==> config.mk <==
export PLATFORM = sky130hd
export DESIGN_NAME = rsa_modexp_mont_flat
export DESIGN_NICKNAME = d
export VERILOG_FILES = /design/src/rtl/rsa_modexp_mont_if.sv /design/src/rtl/rsa_modexp_mont.sv /design/src/flat_wrapper.sv
export SDC_FILE = /design/constraint.sdc
export NUM_CORES = 1
export LEC_CHECK = 0
export CORE_ASPECT_RATIO = 1.1
export CORE_MARGIN = 8
export CORE_UTILIZATION = 58
export CTS_CLUSTER_SIZE = 40
export DETAILED_ROUTE_END_ITERATION = 7
export GPL_TIMING_DRIVEN = 0
export PLACE_DENSITY = 0.8
export SLEW_MARGIN = 5
export SYNTH_ARGS = -nofsm -noshare
export SYNTH_HDL_FRONTEND = slang
export SYNTH_SLANG_ARGS = --single-unit
==> constraint.sdc <==
create_clock -name clk -period 6.18 [get_ports clk]
set_clock_uncertainty 0.15 [all_clocks]
set_input_delay 1.236 -clock clk [delete_from_list [all_inputs] [get_ports clk]]
set_output_delay 1.236 -clock clk [all_outputs]
set_load 0.05 [all_outputs]
==> src/rtl/rsa_modexp_mont_if.sv <==
// ---------------------------------------------------------------------------
// rsa_modexp_mont_if
// Operand/result bundle between the RSA enable controller / SPI register
// bank side (master) and the modular-exponentiation engine (slave).
//   en     : run enable (controller en_rsa)
//   P      : modulus, odd and > 1
//   E      : exponent
//   M      : message, < P
//   Const  : R^2 mod P, R = 2^WIDTH
//   eoc    : end of conversion, C valid while high
//   C      : result M^E mod P
//   err    : operand error flag
//   busy   : computation in progress
// ---------------------------------------------------------------------------
interface rsa_modexp_mont_if #(
    parameter int WIDTH = 8
);
    logic             en;
    logic [WIDTH-1:0] P;
    logic [WIDTH-1:0] E;
    logic [WIDTH-1:0] M;
    logic [WIDTH-1:0] Const;
    logic             eoc;
    logic [WIDTH-1:0] C;
    logic             err;
    logic             busy;

    modport master (
        output en, P, E, M, Const,
        input  eoc, C, err, busy
    );

    modport slave (
        input  en, P, E, M, Const,
        output eoc, C, err, busy
    );
endinterface

==> src/rtl/rsa_modexp_mont.sv <==
// ---------------------------------------------------------------------------
// rsa_modexp_mont
// Computes C = M^E mod P by left-to-right square-and-multiply over bit-serial
// radix-2 Montgomery multiplications (R = 2^WIDTH). Every Montgomery product
// takes WIDTH step cycles plus one final conditional-subtract cycle.
// Ports:
//   clk  : system clock
//   rst  : synchronous, active-high reset (priority over en)
//   bus  : slave side of rsa_modexp_mont_if (en, P, E, M, Const in;
//          eoc, C, err, busy out, all outputs registered)
// ---------------------------------------------------------------------------
module rsa_modexp_mont #(
    parameter int WIDTH = 8
) (
    input logic               clk,
    input logic               rst,
    rsa_modexp_mont_if.slave  bus
);
    localparam int TW = WIDTH + 2;
    localparam int CW = $clog2(WIDTH + 1);
    localparam int KW = (WIDTH > 1) ? $clog2(WIDTH) : 1;

    localparam logic [WIDTH-1:0] ONE      = WIDTH'(1);
    localparam logic [CW-1:0]    CYC_LAST = CW'(WIDTH);
    localparam logic [KW-1:0]    K_TOP    = KW'(WIDTH - 1);

    typedef enum logic [2:0] {
        IDLE,
        PRE_M,
        PRE_X,
        SQR,
        MUL,
        POST,
        DONE
    } state_t;

    state_t           state,   state_n;
    logic [WIDTH-1:0] p_r,     p_n;
    logic [WIDTH-1:0] e_r,     e_n;
    logic [WIDTH-1:0] m_r,     m_n;
    logic [WIDTH-1:0] const_r, const_n;
    logic [WIDTH-1:0] mb_r,    mb_n;
    logic [WIDTH-1:0] x_r,     x_n;
    logic [TW-1:0]    t_r,     t_n;
    logic [CW-1:0]    cyc,     cyc_n;
    logic [KW-1:0]    k,       k_n;
    logic [WIDTH-1:0] c_r,     c_n;
    logic             eoc_r,   eoc_n;
    logic             err_r,   err_n;
    logic             busy_r,  busy_n;

    // Montgomery datapath
    logic [WIDTH-1:0] op_a, op_b;
    logic             a_bit, e_bit, last, op_err, t_ge_p;
    logic [TW-1:0]    p_ext, sum, step_res;
    logic [WIDTH-1:0] result;

    always_ff @(posedge clk) begin
        // NOTE: every register here uses <= so all flops update together
        // from values computed in the previous cycle.
        if (rst) begin
            state   <= IDLE;
            p_r     <= '0;
            e_r     <= '0;
            m_r     <= '0;
            const_r <= '0;
            mb_r    <= '0;
            x_r     <= '0;
            t_r     <= '0;
            cyc     <= '0;
            k       <= '0;
            c_r     <= '0;
            eoc_r   <= 1'b0;
            err_r   <= 1'b0;
            busy_r  <= 1'b0;
        end else begin
            state   <= state_n;
            p_r     <= p_n;
            e_r     <= e_n;
            m_r     <= m_n;
            const_r <= const_n;
            mb_r    <= mb_n;
            x_r     <= x_n;
            t_r     <= t_n;
            cyc     <= cyc_n;
            k       <= k_n;
            c_r     <= c_n;
            eoc_r   <= eoc_n;
            err_r   <= err_n;
            busy_r  <= busy_n;
        end
    end

    always_comb begin
        // NOTE: every variable gets its hold value first so no path through
        // the case statements can leave one unassigned (no latches).
        state_n = state;
        p_n     = p_r;
        e_n     = e_r;
        m_n     = m_r;
        const_n = const_r;
        mb_n    = mb_r;
        x_n     = x_r;
        t_n     = t_r;
        cyc_n   = cyc;
        k_n     = k;
        c_n     = c_r;
        eoc_n   = eoc_r;
        err_n   = err_r;
        busy_n  = busy_r;

        // Operand selection for the Montgomery product of the current state.
        op_a = '0;
        op_b = '0;
        case (state)
            PRE_M: begin op_a = m_r; op_b = const_r; end
            PRE_X: begin op_a = ONE; op_b = const_r; end
            SQR:   begin op_a = x_r; op_b = x_r;     end
            MUL:   begin op_a = x_r; op_b = mb_r;    end
            POST:  begin op_a = x_r; op_b = ONE;     end
            default: ;
        endcase

        // One radix-2 step: add a[i]*b, make even by adding P, halve.
        // ONE << cyc is zero on the reduce cycle, where a_bit is unused anyway.
        a_bit = |(op_a & (ONE << cyc));
        p_ext = {2'b00, p_r};
        sum   = t_r + (a_bit ? {2'b00, op_b} : '0);
        if (sum[0]) begin
            sum = sum + p_ext;
        end
        step_res = {1'b0, sum[TW-1:1]};

        // Final reduction: T < 2P, so one conditional subtract suffices and
        // the result fits in WIDTH bits, making modulo-2^WIDTH arithmetic exact.
        t_ge_p = (t_r >= p_ext);
        result = t_ge_p ? (t_r[WIDTH-1:0] - p_r) : t_r[WIDTH-1:0];

        last   = (cyc == CYC_LAST);
        e_bit  = |(e_r & (ONE << k));
        op_err = ~p_r[0] | (p_r <= ONE) | (m_r >= p_r);

        if (bus.en) begin
            case (state)
                IDLE: begin
                    p_n     = bus.P;
                    e_n     = bus.E;
                    m_n     = bus.M;
                    const_n = bus.Const;
                    busy_n  = 1'b1;
                    t_n     = '0;
                    cyc_n   = '0;
                    k_n     = K_TOP;
                    state_n = PRE_M;
                end

                PRE_M, PRE_X, SQR, MUL, POST: begin
                    // Operands are validated on the first cycle after the latch
                    // so the error response appears one cycle after latching
                    // without adding a cycle to the normal path.
                    if (state == PRE_M && cyc == '0 && op_err) begin
                        state_n = DONE;
                        err_n   = 1'b1;
                        eoc_n   = 1'b1;
                        busy_n  = 1'b0;
                        c_n     = '0;
                    end else if (!last) begin
                        t_n   = step_res;
                        cyc_n = cyc + 1'b1;
                    end else begin
                        t_n   = '0;
                        cyc_n = '0;
                        case (state)
                            PRE_M: begin
                                mb_n    = result;
                                state_n = PRE_X;
                            end
                            PRE_X: begin
                                x_n     = result;
                                state_n = SQR;
                            end
                            SQR: begin
                                x_n = result;
                                if (e_bit) begin
                                    state_n = MUL;
                                end else if (k == '0) begin
                                    state_n = POST;
                                end else begin
                                    k_n     = k - 1'b1;
                                    state_n = SQR;
                                end
                            end
                            MUL: begin
                                x_n = result;
                                if (k == '0) begin
                                    state_n = POST;
                                end else begin
                                    k_n     = k - 1'b1;
                                    state_n = SQR;
                                end
                            end
                            default: begin
                                // POST: leave the Montgomery domain.
                                c_n     = result;
                                eoc_n   = 1'b1;
                                busy_n  = 1'b0;
                                state_n = DONE;
                            end
                        endcase
                    end
                end

                default: ; // DONE holds until rst
            endcase
        end
    end

    assign bus.eoc  = eoc_r;
    assign bus.C    = c_r;
    assign bus.err  = err_r;
    assign bus.busy = busy_r;

endmodule

==> src/flat_wrapper.sv <==
// flat-port wrapper written by rule: the top's interface ports become plain ports
module rsa_modexp_mont_flat 
#(
    parameter int WIDTH = 8
)
  (clk, rst, bus_en, bus_P, bus_E, bus_M, bus_Const, bus_eoc, bus_C, bus_err, bus_busy);
  rsa_modexp_mont_if #(.WIDTH(WIDTH)) bus_i ();
  input logic clk;
  input logic rst;
  input wire logic [$bits(bus_i.en)-1:0] bus_en;
  input wire logic [$bits(bus_i.P)-1:0] bus_P;
  input wire logic [$bits(bus_i.E)-1:0] bus_E;
  input wire logic [$bits(bus_i.M)-1:0] bus_M;
  input wire logic [$bits(bus_i.Const)-1:0] bus_Const;
  output wire logic [$bits(bus_i.eoc)-1:0] bus_eoc;
  output wire logic [$bits(bus_i.C)-1:0] bus_C;
  output wire logic [$bits(bus_i.err)-1:0] bus_err;
  output wire logic [$bits(bus_i.busy)-1:0] bus_busy;
  assign bus_i.en = bus_en;
  assign bus_i.P = bus_P;
  assign bus_i.E = bus_E;
  assign bus_i.M = bus_M;
  assign bus_i.Const = bus_Const;
  assign bus_eoc = bus_i.eoc;
  assign bus_C = bus_i.C;
  assign bus_err = bus_i.err;
  assign bus_busy = bus_i.busy;
  rsa_modexp_mont #(.WIDTH(WIDTH)) u_core (.clk(clk), .rst(rst), .bus(bus_i));
endmodule
Yosys cells after proc, flatten, opt, wreduce, memory -nomap -nowiden
Index checks and enable logic that the tools add are counted.
{ "totals": {"regBits": 79, "inputBits": 35, "out_inout_bits": 11, "word_cells": 99} }
{ "classes": {"shifts": 2, "eq_ne": 13, "add_sub_neg": 5, "order_cmp": 3, "n_reduce_logical": 23, "muxes": 33, "bitwise_logic": 6} }
{ "op_table": {"columns": ["op", "count"], "rows": [
  ["$mux W8", 5],
  ["$pmux W8 S4", 1],
  ["$mux W3", 8],
  ["$pmux W8 S3", 1],
  ["$mux W10", 2],
  ["$pmux W10 S2", 1],
  ["$pmux W3 S2", 3],
  ["$and A8 B8 Y8", 2],
  ["$reduce_or A8 Y1", 2],
  ["$pmux W3 S4", 1],
  ["$add A10 B10 Y10", 1],
  ["$add A10 B8 Y10", 1],
  ["$ge A10 B8 Y1", 1],
  ["$reduce_and A5 Y1", 2],
  ["$mux W9", 1],
  ["$reduce_and A3 Y1", 3],
  ["$ge A8 B8 Y1", 1],
  ["$le A8 B1 Y1 const B", 1],
  ["$mux W4", 2],
  ["$pmux W4 S2", 1],
  ["$reduce_and A4 Y1", 2],
  ["$shl A1 B3 Y8 const A", 1],
  ["$shl A1 B4 Y8 const A", 1],
  ["$sub A8 B8 Y8", 1],
  ["other kinds (25)", 40]
]} }

Logic depth before layout (Yosys ltp)
Gate-level depths: netlist of run 1.
{ "logic_depth": {"depth_word": 12, "mapped_depth": 23, "depth_no_buf": 22} }

Worst setup path before layout of run 1
OpenSTA, ideal clock, no wires.
{ "synth_path": {"path_type": "reg2reg", "start": "reg u_core.state[1]", "end": "reg u_core.t_r[8]", "setup_time_ns": 0.074, "setup_slack_ns": 1.461, "synth_period_minus_slack_ns": 4.719, "stages_incl_launch_ff": 23, "arrival_ns": 4.495, "required_ns": 5.956, "n_path_buf": 2, "cell_sequence": "dfxtp_1 buf_2 buf_1 mux2i_1 o22ai_1 a222oi_1 nor2_1 o21ai_1 nor2_1 ha_1 fa_1 nand3_1 nand2_1 a31oi_1 xnor2_1 ha_1 o21a_1 nor2_1 a31oi_1 a21o_1 nand3_1 or4b_1 a31oi_1"} }
{ "synth_between": {"elab_chain_cells": 12, "elab_cells_between_ends": 25, "cone_classes": "add/sub: 2; eq/ne: 6; mux: 7; bitwise: 1; reduce/logical: 9"} }
{ "synth_rtl": {"columns": ["item", "line_no", "rtl"], "rows": [
  ["start, declared", "rsa_modexp_mont.sv:37", "state_t state, state_n;"],
  ["start signal, assigned", "rsa_modexp_mont.sv:77", "state <= state_n;"],
  ["$eq A3 B2 Y1 or $eq A3 B3 Y1 (tied branches)", "rsa_modexp_mont.sv:115, rsa_modexp_mont.sv:144", null],
  ["$reduce_or A3 Y1 (no line)", null, null],
  ["$pmux W8 S3", "rsa_modexp_mont.sv:115", "case (state)"],
  ["$and A8 B8 Y8", "rsa_modexp_mont.sv:126", "a_bit = |(op_a & (ONE << cyc));"],
  ["$reduce_or A8 Y1", "rsa_modexp_mont.sv:126", null],
  ["$mux W8", "rsa_modexp_mont.sv:128", "sum = t_r + (a_bit ? {2'b00, op_b} : '0);"],
  ["$add A10 B10 Y10", "rsa_modexp_mont.sv:128", null],
  ["$add A10 B8 Y10", "rsa_modexp_mont.sv:130", "sum = sum + p_ext;"],
  ["$mux W10", "rsa_modexp_mont.sv:129", "if (sum[0]) begin"],
  ["$mux W9", "rsa_modexp_mont.sv:167", "end else if (!last) begin"],
  ["$mux W10", "rsa_modexp_mont.sv:161", "if (state == PRE_M && cyc == '0 && op_err) begin"],
  ["$pmux W10 S2", "rsa_modexp_mont.sv:144", "case (state)"],
  ["end signal, assigned", "rsa_modexp_mont.sv:84", "t_r <= t_n;"],
  ["end, declared", "rsa_modexp_mont.sv:44", "logic [TW-1:0] t_r, t_n;"]
]} }
Several ways; a longest one is shown, not always the timed one. The select of a mux whose other input is x is not followed.
A chain may end at the register's enable or synchronous reset.

Final worst setup path of run 1
Ends and elaborated chain as after synthesis.

==> metrics, run 1 <==
Ys Warns=0; outcome=completed; clock buffer depth=2; Avg Cell Area, Syn=7.85 µm²; routed len/inst=17.7 µm; count of pins over their slew limit=0; first-pass GRT wire length=23.4 mm; placer congestion estimate=0.975; grt ovf=0; setup_tns=0 ns; initial antenna violation count=0; required time worst endpoint=6.30 ns; clk slew on worst S/H paths=0.08 ns; Post-synth EDFFs=0; DRT Pass-1 Iters=7; via count=4842; design internal power=0.00111 W; Syn Inst Count=630; sw power=0.000967 W; leakage=2.23 nW; CP Launch Type=flip-flop; post-DP HPWL=11.4 mm; CP top delay family=compound AO/OA/AOI/OAI gates; clk sinks=78; Setup Fix Bufs, Post-CTS=0; Cells after DPL=786; Worst-Margin Slew=0.767 ns; Worst Path Arrival=5.59 ns; largest net degree at the start of global routing=14; Synth cell types=59; initial core utilization=0.594; H-tree depth=3; Clk pwr share=0.163; cells along the critical path=buf_2, buf_1, mux2i_1, o22ai_1, a222oi_1, nor2_1, o21ai_1, nor2_1, ha_1, fa_1, nand3_1, nand2_1, a31oi_1, xnor2_1, ha_1, o21a_1, nor2_1, a31oi_1, a21o_1, nand3_1, or4b_1, a31oi_1; Buffers on Ports=45; Async SR Flop Fraction=0; fin crit period=5.46 ns; combinational share of power=0.527; post-synth top area cell=dfxtp_1; prevailing post-synth register cell=dfxtp_1; Die Y=113 µm; Slew HR=0.485; slowest stage delay, CP=0.49 ns; row count=35; multi-input logic area=0.00317 mm²; pre-CTS setup slack=0.794 ns; Ant. Diodes=0; RSZ-0062 raised after global routing=false; power share of the sequential group=0.310; CP Capture Type=flip-flop; sw frac=0.465; Final Non-Filler Cells=802; All-Layer GR Usage=0.245; CTS Root Buffer Type=clkbuf_8; Post-Synthesis Cell Area=0.00494 mm²; most area-consuming cells after synthesis=dfxtp_1 32%, ha_1 12%, nand2_1 8.0%; CTS Buf Count=9; DRC errors left=0; CTS tree=done; CP max FO=10; Max Freq=0.183 GHz; hold buffers post-CTS=0; DIE AREA=0.0117 mm²; VDD IR max=0.209 mV; Post-DRT Antenna Nets=0; MaxCap Viol Count=0; sequential area share after synthesis=0.316; Tcrit/Tclk final=0.884; Synth top area share=0.316; type of the most critical hold path=flip-flop to flip-flop; initial drt markers=391; CORE AREA=0.00832 mm²; Reg area=0.00156 mm²; CP Buf/Inv Count=2; Pwr Density=365 mW/mm²; Crit Path Class=flip-flop to flip-flop; die width=104 µm; Yosys reg bits=78; Hold Fails Final Rpt=0; DR vias/cell=6.04; syn nets=714; final setup fails=0; I/O pins=46; Crit-path slowest cell=or4b_1; r2r setup slk=0.72 ns; Final nets=770; cts repair resizes=0; routed wire length=14.2 mm; area delta synth->final=15.3%; PnR worst setup slack=0.716 ns; vias in the first global route=4661; FILL cells=729; Clk Latency, worst-skew pair=0.35 ns; layout cells sized above 1=0.0405
## power groups by stage
stage	clock, W	combinational, W	sequential, W
5_1_grt	0.000364	0.00121	0.000653
3_3_place_gp	0	0.00105	0.000652
3_5_place_dp	0	0.00108	0.000655
4_1_cts	0.000341	0.00108	0.000642
2_1_floorplan	0	0.000779	0.000642
6_report	0.000339	0.00110	0.000645
## metrics by stage
step / utilization / power (W) / hold slack, ns / area (µm²)
2_1_floorplan: - / 0.00142 / 0.286 / 4940
3_3_place_gp: 0.665 / 0.00170 / 0.282 / 5530
3_5_place_dp: 0.665 / 0.00173 / 0.295 / 5530
4_1_cts: 0.685 / 0.00207 / 0.306 / 5700
5_1_grt: 0.685 / 0.00223 / 0.328 / 5700
6_report: 0.685 / 0.00208 / 0.304 / 5700
## worst register-to-register path: stages (launching register included)
cell	delay (ns)
dfxtp_1	0.36
buf_2	0.21
buf_1	0.41
mux2i_1	0.25
o22ai_1	0.10
a222oi_1	0.37
nor2_1	0.08
o21ai_1	0.43
nor2_1	0.12
ha_1	0.23
fa_1	0.41
nand3_1	0.12
nand2_1	0.09
a31oi_1	0.21
xnor2_1	0.12
ha_1	0.34
o21a_1	0.13
nor2_1	0.04
a31oi_1	0.25
a21o_1	0.17
nand3_1	0.15
or4b_1	0.49
a31oi_1	0.16
## logic make-up after synthesis
logic type	synth area share
AND/OR/NAND/NOR	0.213
AO/OA/AOI/OAI	0.226
flip-flops	0.316
buffers and inverters	0.0440
adder cells (fa/ha/maj)	0.129
XOR/XNOR	0.0337
multiplexers	0.0392
## final timing paths
check | from | to | depth (start not counted)
setup / recovery | u_core.state[1] | u_core.t_r[8] | 22
hold / removal | u_core.bus.err | u_core.bus.err | 2
setup reg to reg | u_core.state[1] | u_core.t_r[8] | 22
hold reg to reg | u_core.bus.err | u_core.bus.err | 2
## cell usage after synthesis, drive strengths merged, types with 7 or more instances
cell / n
a22oi: 7
xnor2: 11
nor2b: 9
nor2: 54
clkbuf: 18
a21oi: 74
mux2i: 16
xor2: 8
o22ai: 9
o21ai: 34
dfxtp: 78
inv: 27
nand2: 106
nor3: 17
or3: 7
nand3: 13
a211oi: 8
buf: 8
ha: 46
## cell type report
type,count,area share
multi-input combinational,498,0.555
sequential,78,0.274
timing repair buffer,45,0.0790
tap,111,0.0244
clock buffer,12,0.0237
buffer,26,0.0198
inverter,28,0.0184
clock inverter,4,0.00549
## cell usage in the layout (no fill, tap or decap), types with 6 or more instances in the layout
master / Yosys / layout
a31oi_1: 6 / 6
nand2_1: 106 / 106
xnor2_1: 11 / 11
or3_1: 6 / 6
a21oi_1: 74 / 74
a2bb2o_1: 6 / 6
a22oi_1: 7 / 7
o21ai_0: 31 / 31
ha_1: 46 / 46
nor3_1: 16 / 16
nand4_1: 6 / 6
xor2_1: 8 / 8
inv_1: 27 / 27
a211oi_1: 8 / 8
clkbuf_1: 18 / 21
o21a_1: 6 / 6
dfxtp_1: 78 / 78
nor2_1: 54 / 54
nor2b_1: 9 / 9
clkbuf_8: 0 / 9
mux2i_1: 16 / 16
nand3_1: 13 / 13
clkdlybuf4s50_1: 0 / 45
o22ai_1: 9 / 9
## registers in the layout, indices dropped and copies added, names as in the netlist
register	flops
u_core.bus.eoc	1
u_core.bus.busy	1
u_core.const_r	8
u_core.bus.err	1
u_core.bus.C	8
u_core.t_r	9
u_core.k	3
u_core.e_r	8
u_core.state	3
u_core.cyc	4
u_core.x_r	8
u_core.mb_r	8
u_core.p_r	8
u_core.m_r	8
## routing by layer
layer,routed length (µm),GRT usage,vias up
met5,0,0,-
met4,347,0.0966,0
met3,1010,0.0449,29
met2,6540,0.388,194
met1,6330,0.321,2254
li1,-,-,2365
No activity file was read; power rests on OpenSTA's default activity.
==> run 2, diff against run 1 <==
--- a/config.mk
+++ b/config.mk
@@ -5,13 +5,14 @@
 export SDC_FILE = /design/constraint.sdc
 export NUM_CORES = 1
 export LEC_CHECK = 0
+export CELL_PAD_IN_SITES_DETAIL_PLACEMENT = 0
+export CELL_PAD_IN_SITES_GLOBAL_PLACEMENT = 1
 export CORE_ASPECT_RATIO = 1.1
-export CORE_MARGIN = 8
-export CORE_UTILIZATION = 58
+export CORE_UTILIZATION = 43
 export CTS_CLUSTER_SIZE = 40
 export DETAILED_ROUTE_END_ITERATION = 7
 export GPL_TIMING_DRIVEN = 0
-export PLACE_DENSITY = 0.8
+export PLACE_DENSITY_LB_ADDON = 0.1
 export SLEW_MARGIN = 5
 export SYNTH_ARGS = -nofsm -noshare
 export SYNTH_HDL_FRONTEND = slang
==> constraint.sdc (replaced) <==
create_clock -name clk -period 5.8 [get_ports clk]
set_clock_uncertainty 0.15 [all_clocks]
set_input_delay 1.16 -clock clk [delete_from_list [all_inputs] [get_ports clk]]
set_output_delay 1.16 -clock clk [all_outputs]
set_load 0.05 [all_outputs]
==> run 2 against run 1 <==
  * Combinational power up 5%
  * Worst hold slack got worse by 0.0035 ns
  * Setup slack worse by 0.11 ns
  * Die area up 1.6%
  * Register-to-register slack worse by 0.11 ns
  * Final cell count rose by 4.4%
  * Critical path type unchanged
==> metrics, run 2 (same netlist as run 1, synthesis figures left out) <==
sw frac=0.429 (-0.0361); CP top delay family=compound AO/OA/AOI/OAI gates; initial drt markers=353 (-9.7%); Hold Fails Final Rpt=0 (unchanged); outcome=completed; via count=4682 (-3.3%); FILL cells=1093 (+50%); area delta synth->final=19.7%; combinational share of power=0.465 (-0.062); post-DP HPWL=11.7 mm (+3.0%); sw power=0.00107 W (+10%); die width=104 µm (+0.20%); final setup fails=0 (unchanged); Die Y=114 µm (+1.4%); Final nets=769 (-0.13%); row count=40 (+14%); Clk Latency, worst-skew pair=0.34 ns (about the same); clk slew on worst S/H paths=0.07 ns (about the same); cells along the critical path=clkbuf_1, nor2b_1, o21ai_0, o21ai_0, a222oi_1, nor2_1, o21ai_2, nor2_1, ha_1, fa_1, nand3_1, nand2_1, a31oi_1, xnor2_1, ha_1, o21a_1, nor2_1, a31oi_1, a21o_1, nand3_1, or4b_1, a31oi_1; CP Buf/Inv Count=1 (-1); Crit Path Class=flip-flop to flip-flop; fin util=0.535 (-0.150); first-pass GRT wire length=23.6 mm (+0.56%); multi-input logic area=0.00318 mm² (+0.32%); clk sinks=78 (unchanged); Slew HR=0.471 (-0.0143); initial antenna violation count=0 (unchanged); routed wire length=14.6 mm (+2.8%); fin crit period=5.19 ns (-0.272 ns); VDD IR max=0.181 mV (-14%); DR vias/cell=5.59 (-7.3%); DIE AREA=0.0119 mm² (+1.6%); Final Non-Filler Cells=837 (+4.4%); required time worst endpoint=5.91 ns (-0.39 ns); Tcrit/Tclk final=0.895 (+0.0110); vias in the first global route=4414 (-5.3%); Max Freq=0.193 GHz (+5.2%); area of placed instances=0.00558 mm² (+0.81%); Buffers on Ports=45 (unchanged); worst hold margin=0.300 ns (-0.00349 ns); largest net degree at the start of global routing=15 (+1); Pwr Density=421 mW/mm² (+15%); placer congestion estimate=0.906 (-7.1%); commonest cells after routing, fill and taps aside=106 x nand2_1, 78 x dfxtp_1, 74 x a21oi_1; clock buffer depth=2 (unchanged); type of the most critical hold path=flip-flop to flip-flop; Post-DRT Antenna Nets=0 (unchanged); CP max FO=10 (unchanged); fin area=0.00592 mm² (+3.8%); count of pins over their slew limit=0 (unchanged); Worst-Margin Slew=0.787 ns (+0.0206 ns); DRT Pass-1 Iters=5 (-2); Ant. Diodes=0 (unchanged); Setup Fix Bufs, Post-CTS=0 (unchanged); most common cell after layout, fill and taps aside=nand2_1; All-Layer GR Usage=0.256 (+0.0118); initial core utilization=0.447 (-0.147); layout cells sized above 1=0.0478 (+0.00731); CTS tree=done; H-tree depth=3 (unchanged); largest register by flop count=u_core.t_r; routed len/inst=17.5 µm (-1.5%); max reg flops=9 (unchanged); setup_tns=0 ns (unchanged); Reg area=0.00156 mm² (unchanged); slowest stage delay, CP=0.50 ns (about the same); Cells after DPL=822 (+4.6%); CP Capture Type=flip-flop; power share of the sequential group=0.280 (-0.030); Crit-path slowest cell=or4b_1; leakage=2.31 nW (+4.0%); CTS Buf Count=9 (unchanged); CORE AREA=0.0111 mm² (+33%); DRC errors left=0 (unchanged); Clk pwr share=0.255 (+0.092); CP Launch Type=flip-flop; CTS Root Buffer Type=clkbuf_16; design internal power=0.00142 W (+28%); RSZ-0062 raised after global routing=false; grt ovf=0 (unchanged); I/O pins=46 (unchanged); MaxCap Viol Count=0 (unchanged); Worst Path Arrival=5.30 ns (-0.29 ns)
## run 2: changes by cell type in the layout (fill, tap and decap cells not counted), sizes merged
cell      change
inv           +1
clkinvlp      -2
clkbuf        -2
buf           -1
clkinv        +1
bufinv        +2
## run 2: through the flow
step / setup slack, ns / total power (W)
2_1_floorplan: 1.08 / 0.00151
3_3_place_gp: 0.341 / 0.00184
3_5_place_dp: 0.279 / 0.00185
4_1_cts: 0.229 / 0.00249
5_1_grt: 0.130 / 0.00266
6_report: 0.608 / 0.00249
## run 2: power groups by stage
| stage | Clock (W) | Combinational, W | Sequential (W) |
|---|---|---|---|
| after detailed placement | 0 | 0.00115 | 0.000708 |
| after global routing | 0.000668 | 0.00129 | 0.000707 |
| after CTS | 0.000641 | 0.00115 | 0.000695 |
| final | 0.000635 | 0.00116 | 0.000697 |
| after global placement | 0 | 0.00113 | 0.000704 |
| after floorplan | 0 | 0.000830 | 0.000684 |
## run 2: path summary, 6_finish.rpt
| check | from | to | slack [ns] | cells after the start |
|---|---|---|---|---|
| setup / recovery | u_core.state[2] | u_core.t_r[8] | 0.61 | 22 |
| hold / removal | u_core.bus.err | u_core.bus.err | 0.30 | 2 |
| setup reg to reg | u_core.state[2] | u_core.t_r[8] | 0.61 | 22 |
| hold reg to reg | u_core.bus.err | u_core.bus.err | 0.30 | 2 |
## run 2: worst register-to-register path: stages (launching register included)
cell	delay (ns)
dfxtp_1	0.44
clkbuf_1	0.35
nor2b_1	0.10
o21ai_0	0.14
o21ai_0	0.12
a222oi_1	0.29
nor2_1	0.08
o21ai_2	0.32
nor2_1	0.17
ha_1	0.24
fa_1	0.41
nand3_1	0.11
nand2_1	0.09
a31oi_1	0.21
xnor2_1	0.13
ha_1	0.34
o21a_1	0.13
nor2_1	0.04
a31oi_1	0.26
a21o_1	0.17
nand3_1	0.15
or4b_1	0.50
a31oi_1	0.16
## run 2: cell type report
class	instances	share of cell area
inverter	28	0.0178
tap	147	0.0311
clock buffer	10	0.0404
sequential	78	0.264
buffer	25	0.0184
clock inverter	6	0.0156
timing repair buffer	45	0.0761
multi-input combinational	498	0.537
## run 2: what timing repair did
| action | CTS | global route |
|---|---|---|
| endpoints found under the setup margin | 0 | 1 |
| hold buffers | 0 | 0 |
| hold endpoints to repair | 0 | 0 |
| resized for setup | 0 | 1 |
## run 2: layer usage
layer,vias up,track usage,share of wire
li1,2359,-,-
met1,2189,0.355,0.49
met2,119,0.417,0.45
met3,15,0.0364,0.039
met4,0,0.0724,0.017
met5,-,0,0
==> run 3, diff against run 2 <==
--- a/config.mk
+++ b/config.mk
@@ -5,6 +5,7 @@
 export SDC_FILE = /design/constraint.sdc
 export NUM_CORES = 1
 export LEC_CHECK = 0
+export CAP_MARGIN = 0
 export CELL_PAD_IN_SITES_DETAIL_PLACEMENT = 0
 export CELL_PAD_IN_SITES_GLOBAL_PLACEMENT = 1
 export CORE_ASPECT_RATIO = 1.1
==> results of run 3 <==
No change in the layout: final DEF, timing and power equal those of run 2.
